[src/rtl/logic_unit_pipe.sv]
// -----------------------------------------------------------------------------
// logic_unit_pipe
//   Parametrised, two-stage pipelined bitwise logic unit with valid/ready
//   handshakes on both sides. Computes AND/XOR/OR/NOT-B and their inverted
//   forms (NAND/XNOR/NOR/pass-B), flags the result with ZERO and PARITY, and
//   keeps a saturating count of completed output handshakes.
//
//   Stage 1 captures A, B and OP on an input handshake. Stage 2 evaluates the
//   operation from the stage-1 registers and captures S, ZERO and PARITY.
//   Both stages advance independently, so the unit sustains one result per
//   cycle while OUT_READY is held high and stalls cleanly under backpressure.
//
// Ports
//   CLK        in   1      clock, all state updates on rising edge
//   RST        in   1      asynchronous active-high reset
//   IN_VALID   in   1      operands/op presented this cycle
//   IN_READY   out  1      unit accepts operands this cycle (combinational)
//   A          in   WIDTH  operand A (ignored for OP[1:0]=11)
//   B          in   WIDTH  operand B
//   OP         in   3      OP[1:0]: 00 AND, 01 XOR, 10 OR, 11 NOT-B;
//                          OP[2]=1 inverts the result
//   OUT_VALID  out  1      S/ZERO/PARITY valid
//   OUT_READY  in   1      downstream accepts the result
//   S          out  WIDTH  result
//   ZERO       out  1      1 when S is all zeros
//   PARITY     out  1      XOR-reduction of S (1 = odd number of ones)
//   OP_COUNT   out  CNT_W  completed output handshakes, saturating at all-ones
// -----------------------------------------------------------------------------
module logic_unit_pipe #(
   parameter int WIDTH = 8,
   parameter int CNT_W = 16
) (
   input  logic             CLK,
   input  logic             RST,
   input  logic             IN_VALID,
   output logic             IN_READY,
   input  logic [WIDTH-1:0] A,
   input  logic [WIDTH-1:0] B,
   input  logic [2:0]       OP,
   output logic             OUT_VALID,
   input  logic             OUT_READY,
   output logic [WIDTH-1:0] S,
   output logic             ZERO,
   output logic             PARITY,
   output logic [CNT_W-1:0] OP_COUNT
);

   // Odd-parity indicator of a result word.
   function automatic logic calc_parity(input logic [WIDTH-1:0] val);
      calc_parity = ^val;
   endfunction

   // Bitwise operation: base function picked by op[1:0], optionally inverted by op[2].
   function automatic logic [WIDTH-1:0] calc_result(
      input logic [WIDTH-1:0] a,
      input logic [WIDTH-1:0] b,
      input logic [2:0]       op
   );
      logic [WIDTH-1:0] base;
      case (op[1:0])
         2'b00:   base = a & b;
         2'b01:   base = a ^ b;
         2'b10:   base = a | b;
         2'b11:   base = ~b;
         default: base = {WIDTH{1'b0}};
      endcase
      if (op[2]) begin
         calc_result = ~base;
      end else begin
         calc_result = base;
      end
   endfunction

   localparam logic [CNT_W-1:0] CNT_MAX = {CNT_W{1'b1}};
   localparam logic [CNT_W-1:0] CNT_ONE = CNT_W'(1);

   // Stage-1 (operand) registers
   logic             v1_q,  v1_d;
   logic [WIDTH-1:0] a_q,   a_d;
   logic [WIDTH-1:0] b_q,   b_d;
   logic [2:0]       op_q,  op_d;

   // Stage-2 (result) registers
   logic             v2_q,     v2_d;
   logic [WIDTH-1:0] s_q,      s_d;
   logic             zero_q,   zero_d;
   logic             parity_q, parity_d;
   logic [CNT_W-1:0] cnt_q,    cnt_d;

   // Pipeline control
   logic             adv1_s;
   logic             adv2_s;
   logic             out_hs_s;
   logic [WIDTH-1:0] res_s;

   // Stage advance conditions: a stage moves when it is empty or its consumer moves.
   always_comb begin
      adv2_s   = !v2_q || OUT_READY;
      adv1_s   = !v1_q || adv2_s;
      out_hs_s = v2_q && OUT_READY;
      res_s    = calc_result(a_q, b_q, op_q);
   end

   // Stage-1 next state: load operands on an input handshake, bubble otherwise.
   always_comb begin
      v1_d = v1_q;
      a_d  = a_q;
      b_d  = b_q;
      op_d = op_q;
      if (adv1_s) begin
         v1_d = IN_VALID;
         if (IN_VALID) begin
            a_d  = A;
            b_d  = B;
            op_d = OP;
         end else begin
            a_d  = a_q;
            b_d  = b_q;
            op_d = op_q;
         end
      end else begin
         v1_d = v1_q;
      end
   end

   // Stage-2 next state: results only change when a valid stage-1 entry moves in,
   // so S/ZERO/PARITY stay frozen while the output is stalled.
   always_comb begin
      v2_d     = v2_q;
      s_d      = s_q;
      zero_d   = zero_q;
      parity_d = parity_q;
      if (adv2_s) begin
         v2_d = v1_q;
         if (v1_q) begin
            s_d      = res_s;
            zero_d   = (res_s == {WIDTH{1'b0}});
            parity_d = calc_parity(res_s);
         end else begin
            s_d      = s_q;
            zero_d   = zero_q;
            parity_d = parity_q;
         end
      end else begin
         v2_d = v2_q;
      end
   end

   // Completed-operation counter: counts output handshakes and sticks at all-ones.
   always_comb begin
      cnt_d = cnt_q;
      if (out_hs_s && (cnt_q != CNT_MAX)) begin
         cnt_d = cnt_q + CNT_ONE;
      end else begin
         cnt_d = cnt_q;
      end
   end

   // State registers; reset discards any in-flight data.
   always_ff @(posedge CLK or posedge RST) begin
      if (RST) begin
         v1_q     <= 1'b0;
         a_q      <= {WIDTH{1'b0}};
         b_q      <= {WIDTH{1'b0}};
         op_q     <= 3'b000;
         v2_q     <= 1'b0;
         s_q      <= {WIDTH{1'b0}};
         zero_q   <= 1'b0;
         parity_q <= 1'b0;
         cnt_q    <= {CNT_W{1'b0}};
      end else begin
         v1_q     <= v1_d;
         a_q      <= a_d;
         b_q      <= b_d;
         op_q     <= op_d;
         v2_q     <= v2_d;
         s_q      <= s_d;
         zero_q   <= zero_d;
         parity_q <= parity_d;
         cnt_q    <= cnt_d;
      end
   end

   // IN_READY is deliberately combinational so a full pipeline can accept
   // a new operand in the same cycle the downstream drains one.
   assign IN_READY  = adv1_s;
   assign OUT_VALID = v2_q;
   assign S         = s_q;
   assign ZERO      = zero_q;
   assign PARITY    = parity_q;
   assign OP_COUNT  = cnt_q;

endmodule

[config.mk]
export PLATFORM = sky130hd
export DESIGN_NAME = logic_unit_pipe
export DESIGN_NICKNAME = d
export VERILOG_FILES = /design/src/rtl/logic_unit_pipe.sv
export SDC_FILE = /design/constraint.sdc
export NUM_CORES = 1
export LEC_CHECK = 0
export BUFFER_PORTS_ARGS = -buffer_cell sky130_fd_sc_hd__buf_2
export CELL_PAD_IN_SITES_DETAIL_PLACEMENT = 1
export CELL_PAD_IN_SITES_GLOBAL_PLACEMENT = 1
export CORE_ASPECT_RATIO = 1.25
export CORE_MARGIN = 3
export CORE_UTILIZATION = 30
export DETAILED_ROUTE_END_ITERATION = 16
export PLACE_DENSITY_LB_ADDON = 0.1
export SETUP_SLACK_MARGIN = 0.02
export SYNTH_ARGS = -nofsm -noshare
export SYNTH_HDL_FRONTEND = slang
export SYNTH_SLANG_ARGS = --single-unit
[constraint.sdc]
create_clock -name CLK -period 6.2 [get_ports CLK]
set_input_delay 0.93 -clock CLK [delete_from_list [all_inputs] [get_ports CLK]]
set_output_delay 0.93 -clock CLK [all_outputs]
set_load 0.01 [all_outputs]
Yosys cells after proc, flatten, opt, wreduce, memory -nomap -nowiden

Cells that the tools add are included.

Register bits: 47
Output and inout port bits: 28
Logic and storage cells: 32
Input port bits: 23

Bitwise operators: 5
Equality and inequality tests: 4
Mux-type cells: 2
Reductions and logical operators: 11
Add/sub/neg operators: 1

Operator list:

| kind                  | count |
|---|---|
| $pmux 8 s4            | 1 |
| $add 16x1->16 const B | 1 |
| $ne 16x16->1 const B  | 1 |
| $not 8->8             | 2 |
| $and 8x8->8           | 1 |
| $logic_not 8->1       | 1 |
| $mux 8                | 1 |
| $or 8x8->8            | 1 |
| $reduce_xor 8->1      | 1 |
| $xor 8x8->8           | 1 |
| $eq 2x2->1 const B    | 2 |
| $reduce_and 2->1      | 2 |
| $eq 2x1->1 const B    | 1 |
| $logic_and 1x1->1     | 2 |
| $logic_not 1->1       | 2 |
| $logic_not 2->1       | 1 |
| $logic_or 1x1->1      | 2 |

Longest topological paths before layout

Depth after elaboration: 5
Mapped depth: 9
Gate-level depth less buffers: 9

Worst setup path before layout

OpenSTA, ideal clock, no wires.

Path kind: input to register
From: input OUT_READY
To: register a_q[0]
Library setup time: 0.125 ns
Cell stages on the path: 4
Required time: 6.075 ns
Slack: 4.019 ns
Buffers on the path: 1
Arrival time: 2.056 ns
Cells stage by stage: nand3b_1 > nand2_1 > buf_2 > mux2_2

Cells in the longest elaborated chain, start to end: 3

Ends and longest elaborated chain:

| item                              | RTL line | text |
|---|---|---|
| from (decl)                       | 41       | `input logic OUT_READY,` |
| $logic_or 1x1->1                  | 98       | `adv2_s = !v2_q \|\| OUT_READY;` |
| $logic_or 1x1->1                  | 99       | `adv1_s = !v1_q \|\| adv2_s;` |
| $reduce_and 2->1 (no source line) | -        |  |
| to (signal assigned)              | 163      | `a_q <= {WIDTH{1'b0}};` |
| to (decl)                         | 79       | `logic [WIDTH-1:0] a_q, a_d;` |

Every way passes these cells.
A chain may end at the register's enable or synchronous reset.

Worst setup path after layout

From: input OUT_READY
To: output IN_READY

Cells in the longest elaborated chain, start to end: 2

Ends and longest elaborated chain:

| item             | RTL line | text |
|---|---|---|
| $logic_or 1x1->1 | 98       |  |
| $logic_or 1x1->1 | 99       |  |
| to (decl)        | 36       | `output logic IN_READY,` |

Every way passes these cells.

==> results.md <==
- Status: finished clean
- Delay of the slowest critical-path stage: approximately 0.19 ns
- Total negative slack: 0 ns
- Routed vias/inst: about 4.7
- NetSw: 0.329 mW
- TritonCTS Buffers: 5
- Dominant synthesized flop cell: dfrtp_1
- Storage cell area: roughly 1200 sq um
- Synth unique cells: 25
- I/O pin total: between 50 and 60
- Sequential power share: about 45%
- Clk sinks: 47
- Cell area after layout: ~3000 sq um
- Post-DP HPWL: between 4 and 5 mm
- First-pass GRT wire length: 9.02 mm
- Clk slew on worst S/H paths: ~0.090 ns
- Final core utilization: a little over a third
- Startpoint types: primary input
- H-tree Lvls: 2
- Yosys warnings: 0
- Post-DRT Antenna Nets: 0
- Multi-input gate area: 1250 sq um
- Mapped Area: 2550 sq um
- Grt ovf: 0
- Count leader, synth: dfrtp_1
- Synth top area share: between 40% and 50%
- Register area share after synthesis: 46.1%
- Num rows: 37
- Post-synth ARST share: 100%
- Power Density: between 300 and 400 nW/um^2
- Fraction of layout cells with a size suffix above 1: approximately a third
- DR vias: approximately 1700
- Synth-to-Final Area Change: 16.8%
- RR Startpoint: op_q[0]$_DFFE_PP0P_
- Hold Vio Cnt, Final: 0
- Worst r2r path cells: 6
- Largest net degree at the start of global routing: between 40 and 50
- Gate power share: 35.2%
- CTS resizes: 0
- Core ar.: approximately 8200 sq um
- EDFF count, synth: 0
- Min-Delay Path Class: reg -> reg
- Residual DRC: 0
- Syn avg cell area: 11.6 sq um
- Peak VDD IR: 0.106 mV
- N_diodes: 0
- Root buf cell: clkbuf_8
- Worst Setup SP: OUT_READY
- Max Fclk: 0.429 GHz
- Drt total wl: between 5 and 6 mm
- Required time of the critical path: 5.27 ns
- Clock buffer depth: 2
- IO buf count: 50
- Element type at the critical path end: primary output
- Switching Share: around a third
- Power share of the clock group: 19.8%
- WP data arrival: around 1.4 ns
- Critical path class: in -> out
- Post-Syn Nets: between 200 and 300
- Min Tclk post-route: approximately 2.3 ns
- Internal power: between 0.6 and 0.7 mW
- Setup Skew: 0.00683 ns
- Pins over their slew limit: 0
- CP cell instances: buf_2 -> nand3b_1 -> buf_2
- Seq cells post-synth: between 40 and 50
- Synth top cells by count: 47 x dfrtp_1, 26 x inv_1, 25 x xnor2_1
- LEAKAGE: roughly 1.4 nW
- Max-cap violation count: 0
- Fill cells: about 930
- Die height: 109 um
- Global placement routability congestion: around 0.7
- Cts hold-fix bufs: 0
- PnR worst setup slack: 3.87 ns
- Die area: 9650 sq um
- Slew headroom: between 30% and 40%
- Post-synth top area cell: dfrtp_1
- RR Endpoint: PARITY$_DFFE_PP0P_
- Hold Path Stages: 2
- Worst Tran Pin Value: approximately 0.99 ns
- Fin nets: approximately 310
- Initial core utilization: between 30% and 40%
- R2R setup slack: just under 4 ns
- Clock Latency Late Sink: ~0.30 ns
- Critical Path Fanout Max: 5
- Worst setup endpoint: IN_READY
- Placed Area: a little under 3000 sq um
- Placed cells: between 300 and 400
- Synth area leaders: dfrtp_1 46%, ha_1 10%, xnor2_1 8.6%, mux2_2 8.4%, mux4_2 7.1%
- Most frequent CP cell: buf_2
- DP Worst Slack: around 3.7 ns
- Avg WL per Cell: about 14 um
- Initial antenna violation count: 0
- Vias in the first global route: 1852
- Synth Instances: between 200 and 250
- Total track usage: 12.2%
- Setup Viol. Count Final: 0
- CTS tree: built
- Die width: 88.5 um
- Initial DRC Count: 55
- Post-CTS Setup Inserts: 0
- Final cell count without fillers: 366
- RSZ-0062 raised after global routing: false
- Fin crit share: a little under two fifths
- DRT Pass-1 Iters: 3
- CP max-delay cell: nand3b_1
-- per-layer routing --
metal	vias up	part of all wire, %	track usage [%]
li1	838	-	-
met2	32	53	22.1
met1	842	41	13.6
met3	7	4.2	2.57
met5	-	0	0
met4	0	1.8	4.86
-- through the flow --
| step | hold WS, ns | power (mW) |
|---|---|---|
| floorplan | 0.457 | 0.683 |
| global placement | 0.470 | 0.788 |
| detailed placement | 0.473 | 0.799 |
| CTS | 0.494 | 0.997 |
| global route | 0.531 | 1.06 |
| finish | 0.488 | 0.972 |
-- worst min-delay path by stage --
stage                           from               endpoint  slack [ns]
floorplan           v1_q$_DFFE_PP0N_  OUT_VALID$_DFFE_PP0P_        0.46
global placement    S[5]$_DFFE_PP0P_       S[5]$_DFFE_PP0P_        0.47
detailed placement  S[5]$_DFFE_PP0P_       S[5]$_DFFE_PP0P_        0.47
CTS                 S[5]$_DFFE_PP0P_       S[5]$_DFFE_PP0P_        0.49
global route        S[7]$_DFFE_PP0P_       S[7]$_DFFE_PP0P_        0.53
finish              S[5]$_DFFE_PP0P_       S[5]$_DFFE_PP0P_        0.49
-- worst max-delay path, delay by kind of cell --
family        cells  cell delay [ns]
buf+inv           2             0.28
simple gates      1             0.19
-- state kept, by name, summed over array words and instances (netlist names) --
| register | flops |
|---|---|
| S | 8 |
| a_q | 8 |
| v1_q | 1 |
| OUT_VALID | 1 |
| b_q | 8 |
| OP_COUNT | 16 |
| PARITY | 1 |
| op_q | 3 |
| ZERO | 1 |
-- power by group through the flow --
stage          clock, mW  sequential [mW]  combinational [mW]
2_1_floorplan          0            0.443               0.240
3_3_place_gp           0            0.446               0.342
3_5_place_dp           0            0.447               0.352
4_1_cts            0.203            0.441               0.353
5_1_grt            0.218            0.451               0.393
6_report           0.193            0.437               0.342
-- cell usage in the layout, fill, tap and decap left out --
cell type  Yosys  routed
dfrtp_1       47      47
inv_2          0       1
mux2_4         1       1
buf_2          3      50
ha_1          21      21
nand4_2        1       1
clkinv_2       0       1
nor3_1         3       3
xnor2_1       25      25
or4_1          1       1
inv_1         26      25
and3_1         2       2
nand2_1       19      19
nand2b_1       3       3
a311oi_1       1       1
and4_1         2       2
clkbuf_8       0       6
xor2_1         1       1
nor2b_4        1       1
o21ai_0       10      10
nand3b_1       2       2
nand3_1        7       7
nand4_1       10      10
mux2_2        19      19
nor2_1         2       2
mux4_2         8       8
-- final cells by class --
cell class	instances	share of cell area, %
Multi-Input combinational cell	139	41.9
Sequential cell	47	39.5
Inverter	26	3.27
Tap cell	97	4.07
Clock buffer	6	2.77
Timing Repair Buffer	50	8.40
Clock inverter	1	0.168
-- logic make-up (layout without fill, tap and decap cells) --
| kind of cell | count (synthesis) | after routing | share of synthesized area (%) |
|---|---|---|---|
| simple gates | 53 | 53 | 11.3 |
| buf+inv | 33 | 83 | 5.00 |
| fa+ha+maj | 21 | 21 | 10.3 |
| mux | 28 | 28 | 16.0 |
| compound gates | 11 | 11 | 2.31 |
| xor+xnor | 26 | 26 | 8.93 |
| flops | 47 | 47 | 46.1 |
Power figures use the tool's default switching activity.
